**config.mk**
```make
export PLATFORM = sky130hd
export DESIGN_NAME = i2c_rx_slave
export DESIGN_NICKNAME = d
export VERILOG_FILES = /design/src/rtl/i2c_pkg.sv /design/src/rtl/rx_shift.sv /design/src/rtl/i2c_rx_slave.sv
export SDC_FILE = /design/constraint.sdc
export NUM_CORES = 1
export LEC_CHECK = 0
export BUFFER_PORTS_ARGS = -buffer_cell sky130_fd_sc_hd__buf_2
export CAP_MARGIN = 40
export CORE_UTILIZATION = 35
export DETAILED_ROUTE_END_ITERATION = 12
export GPL_ROUTABILITY_DRIVEN = 0
export PLACE_DENSITY = 0.48
export SLEW_MARGIN = 15
export SYNTH_ARGS = -nofsm -noshare
export SYNTH_HDL_FRONTEND = slang
export SYNTH_HIERARCHICAL = 1
export SYNTH_SLANG_ARGS = --single-unit
```
**constraint.sdc**
```tcl
create_clock -name clk -period 6 [get_ports clk]
set_input_delay 0.3 -clock clk [delete_from_list [all_inputs] [get_ports clk]]
set_output_delay 0.3 -clock clk [all_outputs]
set_load 0.01 [all_outputs]
```
**src/rtl/i2c_pkg.sv**
```systemverilog
// Shared definitions for the serial RX slave and its TX master:
// the state encoding, line levels and default frame/ack geometry.
package i2c_pkg;

  typedef enum logic [2:0] {
    IDLE,
    DATA,
    STOP,
    ACK,
    WAIT_IDLE
  } rx_state_e;

  localparam logic START_BIT   = 1'b0;
  localparam logic STOP_BIT    = 1'b1;
  localparam int   DEF_WIDTH   = 32;
  localparam int   DEF_ACK_LEN = 2;

  // One-hot select of buffer 0/1, gated by an enable.
  function automatic logic [1:0] ptrMask(input logic ptr, input logic en);
    if (!en)
      return 2'b00;
    return ptr ? 2'b10 : 2'b01;
  endfunction

endpackage

```
**src/rtl/rx_shift.sv**
```systemverilog
// MSB-first deserializer: shifts one bit per enabled clock and flags the
// cycle on which the final bit of a WIDTH-bit word is taken in.
module rx_shift
  import i2c_pkg::*;
#(
  parameter int WIDTH = DEF_WIDTH
) (
  input  logic             clk,
  input  logic             rst_n,
  input  logic             en,
  input  logic             clr,
  input  logic             bit_in,
  output logic [WIDTH-1:0] word,
  output logic             done
);

  localparam int CW = $clog2(WIDTH + 1);

  logic [WIDTH-1:0] r_word;
  logic [CW-1:0]    r_cnt;

  always_ff @(posedge clk or negedge rst_n) begin
    if (!rst_n) begin
      r_word <= '0;
      r_cnt  <= '0;
    end else if (clr) begin
      r_cnt <= '0;
    end else if (en) begin
      r_word <= {r_word[WIDTH-2:0], bit_in};
      r_cnt  <= r_cnt + 1'b1;
    end
  end

  // done marks the shift that completes the word, so the caller can leave
  // its data state on the same edge the last bit lands.
  assign done = en && (r_cnt == CW'(WIDTH - 1));
  assign word = r_word;

endmodule

```
**src/rtl/i2c_rx_slave.sv**
```systemverilog
// Receive-side slave: frames serial data into a ping-pong pair of buffers,
// acknowledges good frames and lets a local consumer pop words in order.
module i2c_rx_slave
  import i2c_pkg::*;
#(
  parameter int WIDTH      = DEF_WIDTH,
  parameter int ACK_LEN    = DEF_ACK_LEN,
  parameter bit IDLE_LEVEL = STOP_BIT
) (
  input  logic             clk,
  input  logic             rst_n,
  input  logic             RXin,
  output logic             Ackrecvd,
  input  logic             read,
  output logic [WIDTH-1:0] dataOut,
  output logic             dataValid,
  output logic             RXBuff0,
  output logic             RXBuff1,
  output logic             overrun,
  output logic             frameErr
);

  localparam logic       StartLvl = (IDLE_LEVEL == STOP_BIT) ? START_BIT : STOP_BIT;
  localparam logic [3:0] AckLast  = 4'(ACK_LEN - 1);

  rx_state_e        r_state;
  rx_state_e        w_stateNext;
  logic             r_rxin;
  logic [3:0]       r_ackCnt;
  logic [WIDTH-1:0] r_buf [2];
  logic [1:0]       r_full;
  logic             r_wrPtr;
  logic             r_rdPtr;
  logic             r_overrun;
  logic             r_frameErr;

  logic             w_shiftEn;
  logic             w_shiftClr;
  logic             w_shiftDone;
  logic [WIDTH-1:0] w_word;
  logic             w_commit;
  logic             w_overrunSet;
  logic             w_frameErrSet;
  logic             w_pop;
  logic [1:0]       w_postFull;

  // The line is registered once before the FSM sees it; this is what places
  // the commit and ack WIDTH+2 cycles after the start bit is sampled.
  always_ff @(posedge clk or negedge rst_n) begin
    if (!rst_n)
      r_rxin <= IDLE_LEVEL;
    else
      r_rxin <= RXin;
  end

  rx_shift #(.WIDTH(WIDTH)) u_shift (
    .clk    (clk),
    .rst_n  (rst_n),
    .en     (w_shiftEn),
    .clr    (w_shiftClr),
    .bit_in (r_rxin),
    .word   (w_word),
    .done   (w_shiftDone)
  );

  assign w_pop      = read && (r_full != 2'b00);
  assign w_postFull = r_full & ~ptrMask(r_rdPtr, w_pop);

  always_ff @(posedge clk or negedge rst_n) begin
    if (!rst_n)
      r_state <= IDLE;
    else
      r_state <= w_stateNext;
  end

  // Occupancy is judged after any same-cycle pop, so a read can make room
  // for the frame committing on that edge.
  always_comb begin
    w_stateNext   = r_state;
    w_shiftEn     = 1'b0;
    w_shiftClr    = 1'b0;
    w_commit      = 1'b0;
    w_overrunSet  = 1'b0;
    w_frameErrSet = 1'b0;
    case (r_state)
      IDLE: begin
        if (r_rxin == StartLvl) begin
          w_shiftClr  = 1'b1;
          w_stateNext = DATA;
        end
      end
      DATA: begin
        w_shiftEn = 1'b1;
        if (w_shiftDone)
          w_stateNext = STOP;
      end
      STOP: begin
        if (r_rxin == IDLE_LEVEL) begin
          if (!w_postFull[r_wrPtr]) begin
            w_commit    = 1'b1;
            w_stateNext = ACK;
          end else begin
            w_overrunSet = 1'b1;
            w_stateNext  = IDLE;
          end
        end else begin
          w_frameErrSet = 1'b1;
          w_stateNext   = WAIT_IDLE;
        end
      end
      ACK: begin
        if (r_ackCnt == AckLast)
          w_stateNext = IDLE;
      end
      WAIT_IDLE: begin
        if (r_rxin == IDLE_LEVEL)
          w_stateNext = IDLE;
      end
      default: w_stateNext = IDLE;
    endcase
  end

  always_ff @(posedge clk or negedge rst_n) begin
    if (!rst_n)
      r_ackCnt <= '0;
    else if (r_state != ACK)
      r_ackCnt <= '0;
    else
      r_ackCnt <= r_ackCnt + 1'b1;
  end

  always_ff @(posedge clk or negedge rst_n) begin
    if (!rst_n) begin
      r_buf[0]   <= '0;
      r_buf[1]   <= '0;
      r_full     <= 2'b00;
      r_wrPtr    <= 1'b0;
      r_rdPtr    <= 1'b0;
      r_overrun  <= 1'b0;
      r_frameErr <= 1'b0;
    end else begin
      r_full     <= w_postFull | ptrMask(r_wrPtr, w_commit);
      r_frameErr <= w_frameErrSet;
      if (w_commit) begin
        r_buf[r_wrPtr] <= w_word;
        r_wrPtr        <= ~r_wrPtr;
      end
      if (w_pop)
        r_rdPtr <= ~r_rdPtr;
      if (w_overrunSet)
        r_overrun <= 1'b1;
    end
  end

  assign Ackrecvd  = (r_state == ACK);
  assign dataOut   = r_buf[r_rdPtr];
  assign dataValid = |r_full;
  assign RXBuff0   = r_full[0];
  assign RXBuff1   = r_full[1];
  assign overrun   = r_overrun;
  assign frameErr  = r_frameErr;

endmodule

```
; ---- After elaboration in Yosys (flattened, before gate mapping)
; Index checks and enable logic that the tools add are counted.
[word_totals]
latchBits = 0
romBits = 0
inputBits = 4
ramBits = 0
wordCells = 78
memories = 0
register_bits = 116
out_inout_bits = 38
[classes]
div = 0
n_addsub = 2
n_eq_ne = 11
mux = 32
bitwise = 8
multipliers = 0
order_cmp = 4
n_reduce_logical = 9
shifts = 0
[op_table]
columns = cell, n
row1 = $mux W32, 4
row2 = $bwmux W64, 1
row3 = $demux W32 S1, 1
row4 = $mux W3, 5
row5 = $pmux W3 S5, 1
row6 = $mux W1, 12
row7 = $mux W6, 2
row8 = $mux W2, 5
row9 = $add A6 B1 Y6 const B, 1
row10 = $eq A3 B2 Y1 const B, 2
row11 = $eq A6 B5 Y1 const B, 1
row12 = $add A4 B1 Y4 const B, 1
row13 = $eq A4 B1 Y1 const B, 1
row14 = $ge A2 B2 Y1 const B, 2
row15 = $mux W4, 1
row16 = $ne A2 B1 Y1 const B, 2
row17 = $ne A2 B2 Y1 const B, 2
row18 = $not A1 Y2, 2
row19 = $reduce_and A4 Y1, 1
row20 = $reduce_bool A2 Y1, 2
row21 = $eq A3 B1 Y1 const B, 1
row22 = $eq A3 B3 Y1 const B, 1
row23 = $logic_and A1 B1 Y1, 3
row24 = $logic_not A3 Y1, 1
row25 = 9 further kinds, 11

; ---- Depth between registers and ports, before layout
; Gate-level depths: netlist of the first run.
[logic_depth]
depth_word = 12
mapped_depth = 8

; ---- Hierarchy
; Netlist of the first run, hierarchy kept.
[modules_own_cells]
columns = mod, n_inst, area_each_um2, cells_each
row1 = i2c_rx_slave, 1, 3455.8, 230
row2 = rx_shift, 1, 1641.6, 95

; ---- Least setup slack after synthesis of the first run
; OpenSTA, ideal clock, no wires.
[synth_path]
path_kind = register to register
startpoint = reg r_state[0]
endpoint = reg u_shift.r_word[0] (netlist: u_shift/word[0])
stages_incl_launch_ff = 7
synth_period_minus_slack_ns = 2.090
t_arrival_ns = 1.965
required_ns = 5.875
setup_time_ns = 0.125
n_path_buf = 3
setup_slack_ns = 3.910
cell_sequence = dfrtp_1 -> buf_2 -> nor4_1 -> nor2b_4 -> buf_6 -> buf_12 -> mux2_4
[synth_via]
elab_chain_len = 4
elab_cells_between_ends = 6
classes_between = 1 x eq/ne / 2 x mux / 1 x bitwise / 2 x reduce/logical
[synth_rtl]
columns = item, line_no
row1 = "start, declared", i2c_rx_slave.sv:26  ; rx_state_e r_state;
row2 = "start signal, assigned", i2c_rx_slave.sv:73  ; r_state <= w_stateNext;
row3 = $logic_not A3 Y1, i2c_rx_slave.sv:85  ; case (r_state)
row4 = $mux W1, i2c_rx_slave.sv:85
row5 = via w_shiftClr, i2c_rx_slave.sv:38  ; logic w_shiftClr;
row6 = $not A1 Y1 (no source line), n/a
row7 = $reduce_and A2 Y1 (no source line), n/a
row8 = "end signal, assigned", rx_shift.sv:29  ; r_word <= {r_word[WIDTH-2:0], bit_in};
row9 = "end, declared", rx_shift.sv:19  ; logic [WIDTH-1:0] r_word;
; The timed path passes the listed nets, and every way through them passes these cells.
; A chain may end at the register's enable or synchronous reset.

; ---- Final worst setup path of the first run
[layout_path]
startpoint = reg r_state[1]
endpoint = reg u_shift.r_word[19] (netlist: u_shift/word[19])
[layout_via]
elab_cells_between_ends = 6
classes_between = 1 x eq/ne / 2 x mux / 1 x bitwise / 2 x reduce/logical
[layout_rtl]
columns = item, line_no
row1 = $eq A3 B1 Y1, i2c_rx_slave.sv:85
row2 = $mux W1, i2c_rx_slave.sv:85
row3 = via w_shiftEn, i2c_rx_slave.sv:37  ; logic w_shiftEn;
row4 = $reduce_and A2 Y1 (no source line), n/a
; The timed path passes the listed nets, and every way through them passes these cells.

==> flow_metrics.tcl, run 1 <==
set metrics [dict create \
    outcome "completed" \
    int_power_w 0.002156 \
    switching_share 0.2849 \
    period_share 0.3995 \
    syn2layout_area_growth_pct 17.70 \
    timing.critical_path.from_type "register" \
    netlist-cell-type-count 39 \
    cts_made_buffers 17 \
    multi_input_comb_area_sq_mm 0.002011 \
    comb_power_share 0.285 \
    final_layout_size_suffix_gt1_frac 0.5205 \
    nFillCells 1277 \
    worst_clock_skew_ps 3.870 \
    timing.critical_path.to_type "register" \
    clockPowerShare 0.307 \
    routed_wl_mm 8.799 \
    power_per_cell_area_mw_per_mm2 502.6 \
    antenna_violations_before_repair 0 \
    first_global_vias 2861 \
    max_slew_margin 0.6297 \
    net_switching_power_of_the_design_w 0.0008592 \
    seq_area_frac_synth 0.5697 \
    start_util 0.3630 \
    die-area_sq_mm 0.01505 \
    die_w_um 122.7 \
    antenna_cell_count 0 \
    layout.cells.most_common "sky130_fd_sc_hd__dfrtp_1" \
    period_needed_ps 2397 \
    detail_route.vias_per_cell 4.702 \
    yosysWarningCount 6 \
    num_io_pins 42 \
    die_height_um 122.7 \
    max-vdd-ir-drop_v 0.0002100 \
    rows 43 \
    htree_levels 4 \
    synth_area_sq_mm 0.005097 \
    synth_fp_nets 332 \
    cts_resized 0 \
    drc_violations 0 \
    timing.fmax_mhz 417.2 \
    maxCapViolations 0 \
    ctsLongestPathBuffers 2 \
    clk_pin_slew_worst_paths_ps 50 \
    grt_usage 0.1345 \
    cts.sink_count 116 \
    timing_worst_slew_pin_value_ps 555.4 \
    setup_total_negative_slack_ps 0 \
    num_vias 2680 \
    worst_skew_pair.late_latency_ps 400 \
    hold_ws_ps 186.7 \
    grt_setup_unrepaired "false" \
    finalNetCount 384 \
    cp.required_ps 6290 \
    wl_per_cell_um 15.44 \
    ff_latch_area_sq_mm 0.002904 \
    cts-root-buf "sky130_fd_sc_hd__clkbuf_16" \
    post_synthesis_instance_total 325 \
    drt_first_iter_violations 105 \
    p_total_w 0.003015 \
    timing.hold.worst.class "in2reg" \
    setup_viol 0 \
    placed_wire_length_estimate_after_detailed_placement_mm 5.438 \
    report.final.slew_viol_count 0 \
    maximum_number_of_pins_on_one_net_before_global_route_repair 61 \
    worstSetupPathType "reg2reg" \
    core_area_sq_mm 0.01404 \
    yosys_register_bits 116 \
    postSynthAreaPerCell_sq_um 15.68 \
    p_leak_nw 3.080 \
    drt-pass1-iter-count 4 \
    layout_common_cells "sky130_fd_sc_hd__dfrtp_1, sky130_fd_sc_hd__mux2_2, sky130_fd_sc_hd__buf_2" \
    detail-route-antenna-nets 0 \
    global_route_wire_length_before_repair_mm 14.90 \
    clock_tree_from_tritoncts "yes" \
    critical_path_peak_fanout 20 \
    fraction_of_power_consumed_by_sequential_logic 0.408 \
    grt.overflow.total 0 \
    io_buffer_count 41 \
    cp.arrival_ps 2680 \
    hold_viol 0 \
]
metal layers:
layer | global-route usage | up-vias | wire, um
met2 | 0.2012 | 36 | 4092
li1 | - | 1264 | -
met3 | 0.04554 | 13 | 284
met1 | 0.1729 | 1367 | 4244
met5 | 0 | - | 0
met4 | 0.06631 | 0 | 177
critical path: stages, from the launching register on:
cell and delay [ps]:
sky130_fd_sc_hd__dfrtp_1 460, sky130_fd_sc_hd__nor2_1 190, sky130_fd_sc_hd__and2_1 280, sky130_fd_sc_hd__nor2b_4 510, sky130_fd_sc_hd__buf_4 440, sky130_fd_sc_hd__mux2_2 380
final timing paths:
path,startpoint,endpoint,slack (ps),cells after the start
worst min-delay path,read,r_rdPtr,190,3
min in group asynchronous,rst_n,r_buf[4],420,2
worst max register to register,r_state[1],u_shift/word[19],3600,5
worst min register to register,overrun,overrun,480,1
worst max-delay path,r_state[1],u_shift/word[19],3600,5
max in group asynchronous,rst_n,r_rxin,4520,4
synthesized netlist by cell type (all sizes together):
| master | number | share of area |
|---|---|---|
| and2 | 1 | 0.0012 |
| nor4b | 2 | 0.0034 |
| nand3b | 1 | 0.0015 |
| xor2 | 4 | 0.0069 |
| nand2 | 5 | 0.0037 |
| o221ai | 1 | 0.0017 |
| a21oi | 2 | 0.0020 |
| mux2i | 2 | 0.0039 |
| dfrtp | 115 | 0.56 |
| inv | 3 | 0.0022 |
| a21o | 2 | 0.0029 |
| nor3 | 1 | 0.00098 |
| nor2b | 2 | 0.0039 |
| ha | 3 | 0.0074 |
| o22ai | 1 | 0.0012 |
| buf | 14 | 0.032 |
| o21ai | 3 | 0.0029 |
| nand2b | 2 | 0.0025 |
| nor2 | 11 | 0.0081 |
| nand4bb | 1 | 0.0054 |
| and4bb | 1 | 0.0025 |
| mux2 | 128 | 0.30 |
| or3 | 1 | 0.0012 |
| a211oi | 1 | 0.0039 |
| nor4 | 1 | 0.0012 |
| clkbuf | 2 | 0.0015 |
| dfstp | 1 | 0.0052 |
| xnor2 | 4 | 0.0069 |
| nand3 | 5 | 0.0074 |
| nand4 | 2 | 0.0025 |
| a21bo | 1 | 0.0020 |
| or2 | 2 | 0.0025 |
repair_timing:
action | 4_1_cts | 5_1_grt
endpoints found under the hold margin | 40 | 0
setup buffers | 0 | 0
hold buffers | 2 | 0
cell families (layout without fill, tap and decap cells):
group,after synthesis,in the layout,synth area share
xor gates and xnor gates,8,8,0.01374
AOI/OAI and AO/OA,11,11,0.01669
adders and majority gates,3,3,0.007365
muxes,130,130,0.3088
DFF,116,116,0.5697
buffers and inverters,19,84,0.03584
and+or+nand+nor,38,38,0.04787
power by group through the flow:
stage	registers (W)	clock network, W	logic (W)
4_1_cts	0.00124	0.000956	0.000880
3_5_place_dp	0.00125	0	0.000875
2_1_floorplan	0.00117	0	0.000796
5_1_grt	0.00127	0.000991	0.000944
6_report	0.00123	0.000926	0.000859
3_3_place_gp	0.00124	0	0.000859
registers in the layout, indices dropped and copies added, names as in the netlist:
signal / flops
r_wrPtr: 1
u_shift/r_cnt: 6
r_rxin: 1
r_rdPtr: 1
r_full: 2
r_buf: 64
overrun: 1
r_state: 3
frameErr: 1
r_ackCnt: 4
u_shift/word: 32
cell type report:
| class | count | share of cell area |
|---|---|---|
| inverters | 3 | 0.001877 |
| well taps | 180 | 0.03754 |
| clock buffers | 29 | 0.09009 |
| multi-input cells | 190 | 0.3351 |
| flip-flops and latches | 116 | 0.4840 |
| clock inverters | 3 | 0.002503 |
| repair buffers | 49 | 0.04880 |
per-stage QoR:
stage,area [sq um],setup WS (ps),util,std cells
floorplan,5097,3910,-,325
global placement,5396,3598,0.3843,535
detailed placement,5424,3572,0.3863,536
CTS,6000,3556,0.4272,570
global route,6000,3426,0.4272,570
finish,6000,3603,0.4272,570
Note: power is estimated with default switching activity, not from simulation.
==> run 2: changes to the inputs <==
PLACE_DENSITY = 0.5   (was 0.48)
clock period = 2.2 ns   (was 6 ns; I/O delays follow)
==> flow_metrics.tcl, run 2 (synthesis gave the netlist of run 1 again) <==
set metrics [dict create \
    timing.fmax_mhz 500.9 \
    outcome "completed" \
    p_total_w 0.008737 \
    grt_setup_unrepaired "false" \
    worst_skew_pair.late_latency_ps 410 \
    final_layout_size_suffix_gt1_frac 0.5318 \
    timing.critical_path.to_type "output port" \
    worstPathCellList "buf_4, mux2_2, buf_2" \
    maximum_number_of_pins_on_one_net_before_global_route_repair 117 \
    worst-r2r-cell-count 5 \
    ff2ff_setup_slack_ps 250 \
    core_area_sq_mm 0.01404 \
    p_leak_nw 3.140 \
    layout_common_cells "sky130_fd_sc_hd__dfrtp_1, sky130_fd_sc_hd__mux2_2, sky130_fd_sc_hd__buf_2" \
    multi_input_comb_area_sq_mm 0.002011 \
    rows 43 \
    register_containing_the_most_flip_flops_in_the_final_layout "r_buf" \
    cts.sink_count 116 \
    max_slew_margin 0.5779 \
    report.final.slew_viol_count 0 \
    crit_path_start "r_rdPtr" \
    cp.required_ps 2090 \
    hold_ws_ps 316.5 \
    routed_wl_mm 9.029 \
    detail_route.vias_per_cell 4.778 \
    grt_usage 0.1383 \
    cp.arrival_ps 1890 \
    die-area_sq_mm 0.01505 \
    clk_pin_slew_worst_paths_ps 50 \
    maxCapViolations 0 \
    io_buffer_count 41 \
    worstSetupEndpoint "dataOut[18]" \
    worstReg2RegEnd "u_shift/word[18]" \
    timing_worst_slew_pin_value_ps 633.2 \
    hold_viol 0 \
    detail-route-antenna-nets 0 \
    nFillCells 1294 \
    clock_tree_from_tritoncts "yes" \
    final_cells 573 \
    drt-pass1-iter-count 4 \
    layout.cells.most_common "sky130_fd_sc_hd__dfrtp_1" \
    finalNetCount 387 \
    post-route-util 0.4367 \
    grt.overflow.total 0 \
    largest_reg_flops 64 \
    drc_violations 0 \
    ff_latch_area_sq_mm 0.002904 \
    timing.rr.start "r_state[1]" \
    global_route_wire_length_before_repair_mm 15.30 \
    antenna_cell_count 0 \
    critical_path.max_stage_delay_ps 480 \
    worst_clock_skew_ps 5.660 \
    num_vias 2738 \
    period_needed_ps 1996 \
    num_io_pins 42 \
    wl_per_cell_um 15.76 \
    setup_viol 0 \
    start_util 0.3630 \
    htree_levels 4 \
    worstSetupPathType "reg2out" \
    cts_made_buffers 17 \
    period_share 0.9074 \
    cts-root-buf "sky130_fd_sc_hd__clkbuf_16" \
    ctsLongestPathBuffers 2 \
    setup_total_negative_slack_ps 0 \
    placed_wire_length_estimate_after_detailed_placement_mm 5.367 \
    antenna_violations_before_repair 0 \
    first_global_vias 2876 \
    number_of_cells_after_detailed_placement 538 \
    max-vdd-ir-drop_v 0.0005786 \
    critical_path_peak_fanout 32 \
    timing.critical_path.from_type "register" \
    post_cts_buffers 0 \
    power_per_cell_area_mw_per_mm2 1425 \
    critical-path-slowest-cell "sky130_fd_sc_hd__buf_4" \
    die_height_um 122.7 \
    syn2layout_area_growth_pct 20.30 \
    die_w_um 122.7 \
    timing.hold.worst.class "in2async" \
    drt_first_iter_violations 154 \
]
[run 2: cell types whose count changed in the layout (fill, tap and decap cells not counted), sizes merged]
cell         change
clkbuf           -6
bufinv           +4
buf              +2
clkinv           +1
clkinvlp         +1
dlygate4sd3      +1
[run 2: how the worst min path moves through the flow]
stage / from / endpoint / slack (ps) / depth (start not counted)
5_1_grt: RXin / r_rxin / 320 / 2
3_5_place_dp: RXin / r_rxin / 220 / 1
2_1_floorplan: rst_n / frameErr / -190 / 0
3_3_place_gp: RXin / r_rxin / 220 / 1
4_1_cts: RXin / r_rxin / 310 / 2
6_report: rst_n / r_buf[37] / 320 / 3
[run 2: worst max-delay path: cells and delay by family (launching register included)]
kind | cells | cell delay [ps]
buffers and inverters | 2 | 630
flip-flops | 1 | 420
multiplexers | 1 | 420
[run 2: power by group]
group / internal, W / total (W) / switching, W
combinational: 0.00147 / 0.00240 / 0.000934
clock: 0.00204 / 0.00297 / 0.000936
sequential: 0.00280 / 0.00336 / 0.000561
total: 0.00631 / 0.00874 / 0.00243
[run 2: metal layers]
layer / routed length [um] / track usage
met4: 227 / 0.08155
met3: 318 / 0.04461
met5: 0 / 0
met1: 4341 / 0.1832
met2: 4142 / 0.1963
[run 2: timing repair]
item                                   CTS  global route
endpoints found under the hold margin  117             0
setup endpoints to repair                0             0
gates resized for setup                  0             0
hold buffers                             3             0
[run 2: metrics by stage]
step	setup slack, ps	instance area (sq um)
floorplan	109.6	5097
global placement	320.0	5456
detailed placement	259.0	5456
CTS	151.9	6132
global route	54.40	6132
finish	203.7	6132
[run 2: final cells by class]
| type | count | share of cell area |
|---|---|---|
| multi-input combinational | 190 | 0.3279 |
| tap | 180 | 0.03673 |
| sequential | 116 | 0.4736 |
| timing repair buffer | 52 | 0.05468 |
| inverter | 3 | 0.001836 |
| clock buffer | 23 | 0.08121 |
| clock inverter | 9 | 0.02408 |
